$ cat config.mk
export PLATFORM = sky130hd
export DESIGN_NAME = axi_stream_interconnect_m2s_head_rr
export DESIGN_NICKNAME = d
export VERILOG_FILES = /design/src/rtl/axi_stream_interconnect_m2s_head_rr.sv
export SDC_FILE = /design/constraint.sdc
export NUM_CORES = 1
export LEC_CHECK = 0
export ABC_CLOCK_PERIOD_IN_PS = 1960
export CAP_MARGIN = 5
export CORE_ASPECT_RATIO = 0.9
export CORE_MARGIN = 5
export CORE_UTILIZATION = 37
export DETAILED_ROUTE_END_ITERATION = 10
export PLACE_DENSITY = 0.89
export SETUP_SLACK_MARGIN = 0.3
export SKIP_CTS_REPAIR_TIMING = 1
export SLEW_MARGIN = 10
export SYNTH_ARGS = -nofsm -noshare
export SYNTH_HDL_FRONTEND = slang
export SYNTH_SLANG_ARGS = --single-unit
$ cat constraint.sdc
create_clock -name aclk -period 1.96 [get_ports aclk]
set_input_delay 0.392 -clock aclk [delete_from_list [all_inputs] [get_ports aclk]]
set_output_delay 0.392 -clock aclk [all_outputs]
set_load 0.02 [all_outputs]
$ cat src/rtl/axi_stream_interconnect_m2s_head_rr.sv
// Packet round-robin merge of NUM AXI-Stream sources into one stream,
// prepending a HEAD_DUMMY-beat route header (last beat = source index).
//
// Ports:
//   aclk, aresetn            clock, async active-low reset
//   s_tvalid/tdata/tlast     NUM upstream sources (source i at [i*DSIZE +: DSIZE])
//   s_tready                 per-source ready, only the granted source in BODY
//   m_tvalid/tdata/tlast     merged downstream stream
//   m_tready                 downstream ready
//   cur_grant                source owning the link (held after the packet)
//   busy                     high while a header or body is in flight
module axi_stream_interconnect_m2s_head_rr #(
    parameter int DSIZE      = 8,
    parameter int NUM        = 4,
    parameter int HEAD_DUMMY = 4
) (
    input  logic                   aclk,
    input  logic                   aresetn,
    input  logic [NUM-1:0]         s_tvalid,
    input  logic [NUM*DSIZE-1:0]   s_tdata,
    input  logic [NUM-1:0]         s_tlast,
    output logic [NUM-1:0]         s_tready,
    output logic                   m_tvalid,
    output logic [DSIZE-1:0]       m_tdata,
    output logic                   m_tlast,
    input  logic                   m_tready,
    output logic [$clog2(NUM)-1:0] cur_grant,
    output logic                   busy
);

    localparam int GW = $clog2(NUM);
    localparam int HW = $clog2(HEAD_DUMMY + 1);

    localparam logic [HW-1:0] HLAST = HW'(HEAD_DUMMY - 1);

    typedef enum logic [1:0] {
        IDLE = 2'd0,
        HEAD = 2'd1,
        BODY = 2'd2
    } state_t;

    state_t          state;
    state_t          state_nxt;
    logic [HW-1:0]   hcnt;
    logic [HW-1:0]   hcnt_nxt;
    logic [GW-1:0]   grant;
    logic [GW-1:0]   grant_nxt;
    logic [GW-1:0]   last_grant;
    logic [GW-1:0]   last_nxt;

    logic            rr_found;
    logic [GW-1:0]   rr_win;
    logic [GW-1:0]   cand;

    logic            sel_valid;
    logic [DSIZE-1:0] sel_data;
    logic            sel_last;
    logic [DSIZE-1:0] grant_ext;

    // Granted-source view used by the BODY pass-through.
    assign sel_valid = s_tvalid[grant];
    assign sel_data  = s_tdata[int'(grant)*DSIZE +: DSIZE];
    assign sel_last  = s_tlast[grant];

    assign cur_grant = grant;
    assign busy      = (state != IDLE);

    always_comb begin
        grant_ext         = '0;
        grant_ext[GW-1:0] = grant;
    end

    // Search starts one past the previous winner, so the first valid
    // source in that rotated order wins.
    always_comb begin
        rr_found = 1'b0;
        rr_win   = '0;
        cand     = '0;
        for (int k = 0; k < NUM; k++) begin
            cand = GW'((int'(last_grant) + 1 + k) % NUM);
            if (!rr_found && s_tvalid[cand]) begin
                rr_found = 1'b1;
                rr_win   = cand;
            end
        end
    end

    // State and control registers.
    always_ff @(posedge aclk or negedge aresetn) begin
        if (!aresetn) begin
            state      <= IDLE;
            hcnt       <= '0;
            grant      <= '0;
            last_grant <= GW'(NUM - 1);
        end else begin
            state      <= state_nxt;
            hcnt       <= hcnt_nxt;
            grant      <= grant_nxt;
            last_grant <= last_nxt;
        end
    end

    // Next-state logic.
    always_comb begin
        state_nxt = state;
        hcnt_nxt  = hcnt;
        grant_nxt = grant;
        last_nxt  = last_grant;
        unique case (state)
            IDLE: begin
                if (rr_found) begin
                    grant_nxt = rr_win;
                    hcnt_nxt  = '0;
                    state_nxt = HEAD;
                end
            end
            HEAD: begin
                // m_tvalid is always high here, so ready alone is a handshake.
                if (m_tready) begin
                    hcnt_nxt = hcnt + HW'(1);
                    if (hcnt == HLAST) begin
                        state_nxt = BODY;
                    end
                end
            end
            BODY: begin
                if (sel_valid && m_tready && sel_last) begin
                    last_nxt  = grant;
                    state_nxt = IDLE;
                end
            end
            default: begin
                state_nxt = IDLE;
            end
        endcase
    end

    // Output logic.
    always_comb begin
        m_tvalid = 1'b0;
        m_tdata  = '0;
        m_tlast  = 1'b0;
        s_tready = '0;
        unique case (state)
            IDLE: begin
                m_tvalid = 1'b0;
            end
            HEAD: begin
                m_tvalid = 1'b1;
                if (hcnt == HLAST) begin
                    m_tdata = grant_ext;
                end
            end
            BODY: begin
                m_tvalid        = sel_valid;
                m_tdata         = sel_data;
                m_tlast         = sel_last;
                s_tready[grant] = m_tready;
            end
            default: begin
                m_tvalid = 1'b0;
            end
        endcase
    end

endmodule

==> results of run 1 <==
## kinds of logic (layout without fill, tap and decap cells)
logic type               Yosys count  in the layout  synth area share
AO/OA/AOI/OAI                     20             20             0.144
AND/OR/NAND/NOR                   30             30             0.163
multiplexers                      16             16             0.312
buffers and inverters             16            103            0.0771
flip-flops                         9              9             0.238
adder cells (fa/ha/maj)            5              5            0.0654
## area by class of cell
class,instances,area (um2)
clock buffers,4,26.3
multi-input cells,71,762
repair buffers,90,851
inverters,9,36.3
fillers,125,526
well taps,28,35.0
flip-flops and latches,9,231
## layout by cell type, fill, tap and decap left out, types with 3 or more instances in the layout
cell type / instances
and3_4: 4
buf_2: 3
buf_4: 25
buf_6: 16
clkbuf_4: 3
clkdlybuf4s50_1: 40
dfrtp_1: 6
dlymetal6s2s_1: 3
ha_1: 3
inv_1: 6
mux2i_1: 4
mux4_2: 10
nand2_1: 5
nor2b_1: 3
o21ai_0: 6
## power by group
group | internal (mW) | switching [mW] | total (mW)
Sequential | 0.291 | 0.0903 | 0.381
Combinational | 1.07 | 0.978 | 2.04
Clock | 0.0790 | 0.0838 | 0.163
Total | 1.44 | 1.15 | 2.59
## worst max path at each step
| stage | endpoint | slack, ns |
|---|---|---|
| after detailed placement | m_tvalid | -0.52 |
| after floorplan | state[1]$_DFFE_PN0P_ | 0.1 |
| after global placement | m_tvalid | -0.49 |
| after global routing | m_tdata[1] | -0.38 |
| final | m_tdata[1] | -0.31 |
| after CTS | m_tdata[0] | -0.71 |
## routing by layer
layer | vias up | part of all wire | GRT usage
met2 | 155 | 0.45 | 0.357
met3 | 42 | 0.13 | 0.0601
met4 | 0 | 0.070 | 0.0564
met5 | - | 0 | 0
li1 | 541 | - | -
met1 | 646 | 0.34 | 0.232
## sequential cells by signal (all words and copies together) (netlist names)
| name | count |
|---|---|
| cur_grant | 2 |
| hcnt | 3 |
| state | 2 |
| last_grant | 2 |
==> impl_metrics.env, run 1 <==
export IMPL_status="finished, violations left"
export IMPL_violations="negative setup slack"
export IMPL_cellPowerDensity_mw_per_mm2=1330
export IMPL_yosys_top_cells_area="dfrtp_1 18%, mux4_2 16%, mux4_1 8.2%"
export IMPL_htreeDepth=1
export IMPL_grt_overflow=0
export IMPL_setup_ws_ns=-0.315
export IMPL_worstSetupEndpointType="primary output"
export IMPL_vias=1384
export IMPL_ys_warnings_count=0
export IMPL_synth_area_um2=957
export IMPL_rsz0062_at_grt="yes"
export IMPL_dp_cells=199
export IMPL_r2r_end="state[1]$_DFFE_PN0P_"
export IMPL_setup_viol=18
export IMPL_clk_latency_ns=0.28
export IMPL_hpwl_mm=3.03
export IMPL_reg2reg_setup_slack_ns=-0.28
export IMPL_path_depth=5
export IMPL_clock_sinks=9
export IMPL_cp_num_buf_inv=2
export IMPL_critPathSlowestCell="dfrtp_4"
export IMPL_antenna_found_initial=0
export IMPL_diodes=0
export IMPL_wire_per_inst_um=24.6
export IMPL_fmax_mhz=440
export IMPL_stdcell_count=211
export IMPL_cp_max_fo=6
export IMPL_maxCapViolCount=0
export IMPL_slew_viol_final=0
export IMPL_path_delay_family="flip-flops"
export IMPL_routed_wl_mm=5.20
export IMPL_rows=17
export IMPL_clock_skew_ns=0.00336
export IMPL_r2r_cells=7
export IMPL_yosysUniqueCellTypes=34
export IMPL_drt_iter0_markers=89
export IMPL_grt_pass1_vias=1267
export IMPL_yosysTopAreaCell="dfrtp_1"
export IMPL_start_util=0.388
export IMPL_cts_root_buf="clkbuf_4"
export IMPL_grt_usage=0.200
export IMPL_ys_seq_elements=9
export IMPL_fin_nets=232
export IMPL_crit_type="reg2out"
export IMPL_routed_via_density=6.56
export IMPL_drtPass1Iterations=5
export IMPL_fin_crit_ns=2.27
export IMPL_ios=60
export IMPL_area_growth_pct=103
export IMPL_synth_top_flop_cell="dfrtp_1"
export IMPL_cts_tree="yes"
export IMPL_preCtsSetupSlack_ns=-0.521
export IMPL_synth_commonest_cells="9 x inv_1, 7 x dfrtp_1, 7 x mux4_2, 7 x nand2_1, 7 x o21ai_0"
export IMPL_dieHeight_um=58.3
export IMPL_leakagePower_nw=0.860
export IMPL_clockBufferDepth=2
export IMPL_hold_viol=0
export IMPL_ys_async_sr_fraction=1.00
export IMPL_drc_errors=0
export IMPL_grt_max_degree=14
export IMPL_die_area_mm2=0.00371
export IMPL_postPlaceCellArea_mm2=0.00176
export IMPL_portBuffers=59
export IMPL_r2r_start="cur_grant[0]$_DFFE_PN0P_"
export IMPL_cp_cell_sequence="buf_12, mux4_2, a32oi_2, nor2b_1, buf_4"
export IMPL_critPathMaxStageDelay_ns=0.49
export IMPL_startpoint_type="flip-flop"
export IMPL_critical_path_required_ns=1.57
export IMPL_cts_made_buffers=3
export IMPL_path_clk_slew_ns=0.07
export IMPL_ant_nets=0
export IMPL_p_total_mw=2.59
export IMPL_synthCells=96
export IMPL_hold_ws_ns=0.428
export IMPL_crit_arrival_ns=1.88
export IMPL_synth_avg_cell_area_um2=9.97
export IMPL_syn_num_nets=144
export IMPL_grt_pass1_wl_mm=5.84
export IMPL_peakVddDrop_mv=1.12
export IMPL_synth_top_area_frac=0.183
export IMPL_tightestPinTransition_ns=0.461
export IMPL_core_area_mm2=0.00247
export IMPL_fin_area_mm2=0.00194
export IMPL_setup_tns_ns=-2.85
export IMPL_gp_congestion=0.819
export IMPL_synth_most_common_cell="inv_1"
export IMPL_fp_dieW_um=63.6
export IMPL_final_util=0.787
export IMPL_drive_gt1_frac=0.486
export IMPL_ys_seq_area_frac=0.238
export IMPL_fin_crit_sh=1.16
export IMPL_critPathLaunch="cur_grant[0]$_DFFE_PN0P_"
export IMPL_hp_class="in2async"
export IMPL_synth_edf_count=0
export IMPL_max_slew_margin=0.692
Note: power is estimated with default switching activity, not from simulation.
==> run 2: changes to the inputs <==
--- a/config.mk
+++ b/config.mk
@@ -5,13 +5,14 @@
 export SDC_FILE = /design/constraint.sdc
 export NUM_CORES = 1
 export LEC_CHECK = 0
+export ABC_AREA = 1
 export ABC_CLOCK_PERIOD_IN_PS = 1960
-export CAP_MARGIN = 5
+export CAP_MARGIN = 20
 export CORE_ASPECT_RATIO = 0.9
 export CORE_MARGIN = 5
-export CORE_UTILIZATION = 37
+export CORE_UTILIZATION = 40
 export DETAILED_ROUTE_END_ITERATION = 10
-export PLACE_DENSITY = 0.89
+export PLACE_DENSITY = 0.88
 export SETUP_SLACK_MARGIN = 0.3
 export SKIP_CTS_REPAIR_TIMING = 1
 export SLEW_MARGIN = 10
==> impl_metrics.env, run 2 <==
export IMPL_status="finished, violations left"
export IMPL_violations="negative setup slack"
export IMPL_swShare=0.545
export IMPL_drc_errors=0
export IMPL_routed_via_density=5.96
export IMPL_leakagePower_nw=1.18
export IMPL_path_clk_slew_ns=0.08
export IMPL_synth_top_area_frac=0.192
export IMPL_syn_num_nets=235
export IMPL_hold_viol=0
export IMPL_grt_max_degree=13
export IMPL_crit_arrival_ns=1.61
export IMPL_hold_ws_ns=0.428
export IMPL_area_growth_pct=104
export IMPL_seqPwrFrac=0.110
export IMPL_hpwl_mm=3.48
export IMPL_cts_root_buf="clkbuf_4"
export IMPL_tightestPinTransition_ns=0.466
export IMPL_stdcell_count=321
export IMPL_wire_per_inst_um=21.1
export IMPL_yosysUniqueCellTypes=30
export IMPL_cp_max_fo=7
export IMPL_start_util=0.427
export IMPL_fp_dieW_um=67.5
export IMPL_drt_iter0_markers=213
export IMPL_dieHeight_um=61.8
export IMPL_synth_top_flop_cell="dfrtp_1"
export IMPL_synth_most_common_cell="nand2_1"
export IMPL_crit_type="reg2out"
export IMPL_dp_cells=306
export IMPL_peakVddDrop_mv=0.835
export IMPL_yosys_top_cells_area="nand2_1 19%, dfrtp_1 15%, nand3_1 11%"
export IMPL_core_area_mm2=0.00279
export IMPL_htreeDepth=1
export IMPL_yosysTopAreaCell="nand2_1"
export IMPL_clockBufferDepth=2
export IMPL_grt_pass1_vias=1603
export IMPL_synth_avg_cell_area_um2=6.37
export IMPL_setup_tns_ns=-0.148
export IMPL_diodes=0
export IMPL_fmax_mhz=499
export IMPL_regArea_um2=230
export IMPL_die_area_mm2=0.00417
export IMPL_startpoint_type="flip-flop"
export IMPL_clock_sinks=9
export IMPL_layout_commonest_cell="nand2_1"
export IMPL_fin_crit_sh=1.02
export IMPL_clk_latency_ns=0.28
export IMPL_worstSetupEndpointType="primary output"
export IMPL_multiInputGateArea_mm2=0.00110
export IMPL_clock_skew_ns=0.0151
export IMPL_ys_warnings_count=0
export IMPL_fin_crit_ns=2.01
export IMPL_critical_path_required_ns=1.57
export IMPL_grt_usage=0.208
export IMPL_largest_register="hcnt"
export IMPL_grt_overflow=0
export IMPL_postPlaceCellArea_mm2=0.00207
export IMPL_final_cell_mix="51 x nand2_1, 41 x buf_4, 38 x clkdlybuf4s50_1"
export IMPL_ys_seq_elements=9
export IMPL_cellPowerDensity_mw_per_mm2=1460
export IMPL_ant_nets=0
export IMPL_setup_viol=6
export IMPL_fin_area_mm2=0.00243
export IMPL_rsz0062_at_grt="yes"
export IMPL_synth_edf_count=0
export IMPL_ios=60
export IMPL_final_util=0.870
export IMPL_fin_nets=330
export IMPL_yosys_area_share_xor_xnor=0
export IMPL_drtPass1Iterations=5
export IMPL_p_int_mw=1.62
export IMPL_max_slew_margin=0.688
export IMPL_clockPowerShare=0.044
export IMPL_synthCells=187
export IMPL_comb_power_share=0.845
export IMPL_maxCapViolCount=0
export IMPL_gp_congestion=0.823
export IMPL_portBuffers=59
export IMPL_ys_seq_area_frac=0.191
export IMPL_synth_simple_gate_area_frac=0.517
export IMPL_n_fill_cell=128
export IMPL_power_switching_mw=1.94
export IMPL_slew_viol_final=0
export IMPL_rows=18
export IMPL_hp_class="in2async"
export IMPL_synth_mux_area_frac=0
export IMPL_synth_top_family_by_area="simple AND/OR/NAND/NOR gates"
export IMPL_setup_ws_ns=-0.0459
export IMPL_ys_async_sr_fraction=1.00
export IMPL_largest_reg_flops=3
export IMPL_cts_tree="yes"
export IMPL_synth_commonest_cells="61 x nand2_1, 25 x nand3_1, 19 x inv_1"
export IMPL_vias=1914
export IMPL_r2r_cells=11
export IMPL_antenna_found_initial=0
export IMPL_drive_gt1_frac=0.452
export IMPL_cts_made_buffers=3
export IMPL_synth_compound_gate_area_share=0.124
export IMPL_grt_pass1_wl_mm=6.56
export IMPL_synth_area_mm2=0.00119
export IMPL_synthAdderAreaFrac=0.0525
export IMPL_routed_wl_mm=6.79
==> run 2: cell types whose count changed after synthesis, moves of 7 or more <==
cell     delta
nand3_1    +23
nand2_2     +7
nand2_1    +54
inv_1      +10
mux4_2      -7
==> run 2: final timing paths <==
kind | from | endpoint | slack (ns)
setup / recovery | cur_grant[0]$_DFFE_PN0P_ | m_tlast | -0.05
hold / removal | aresetn | cur_grant[1]$_DFFE_PN0P_ | 0.43
setup reg to reg | cur_grant[0]$_DFFE_PN0P_ | state[1]$_DFFE_PN0P_ | -0.03
hold reg to reg | hcnt[2]$_DFFE_PN0P_ | hcnt[2]$_DFFE_PN0P_ | 0.50
max in group asynchronous | aresetn | last_grant[1]$_DFFE_PN1P_ | 1.19
min in group aclk | hcnt[2]$_DFFE_PN0P_ | hcnt[2]$_DFFE_PN0P_ | 0.50
==> run 2: power groups by stage <==
stage | Combinational, mW | Clock, mW | Sequential, mW
final | 3.01 | 0.158 | 0.391
after global placement | 2.10 | 0 | 0.373
after global routing | 3.14 | 0.166 | 0.397
after floorplan | 1.43 | 0 | 0.352
after CTS | 2.17 | 0.154 | 0.377
after detailed placement | 2.16 | 0 | 0.379
==> run 2: layer usage <==
metal | vias up | GRT usage | part of all wire
li1 | 817 | - | -
met1 | 882 | 0.217 | 0.35
met2 | 164 | 0.386 | 0.49
met3 | 51 | 0.0612 | 0.089
met4 | 0 | 0.0954 | 0.068
met5 | - | 0 | 0
==> run 2: cell families (layout without fill, tap and decap cells) <==
group	after synthesis	after routing
AOI/OAI and AO/OA	22	22
DFF	9	9
buffers and inverters	31	125
and+or+nand+nor	120	120
adders and majority gates	5	5
==> run 2: stage by stage <==
| step | power [mW] | setup slack [ns] |
|---|---|---|
| 2_1_floorplan | 1.79 | 0.245 |
| 3_5_place_dp | 2.54 | -0.334 |
| 5_1_grt | 3.70 | -0.131 |
| 4_1_cts | 2.70 | -0.467 |
| 3_3_place_gp | 2.48 | -0.310 |
| 6_report | 3.56 | -0.0459 |
==> run 2: cell type report <==
cell class,instances,share of cell area
Inverter,23,0.0386
Sequential cell,9,0.0947
Multi-Input combinational cell,147,0.453
Timing Repair Buffer,98,0.382
Tap cell,40,0.0206
Clock buffer,4,0.0108
==> run 2: critical path, cell delays in order (launching register included) <==
cell,delay [ns]
dfrtp_2,0.47
nor2_2,0.07
buf_4,0.18
nand2_1,0.07
nand2_1,0.13
nor3b_4,0.26
buf_6,0.15
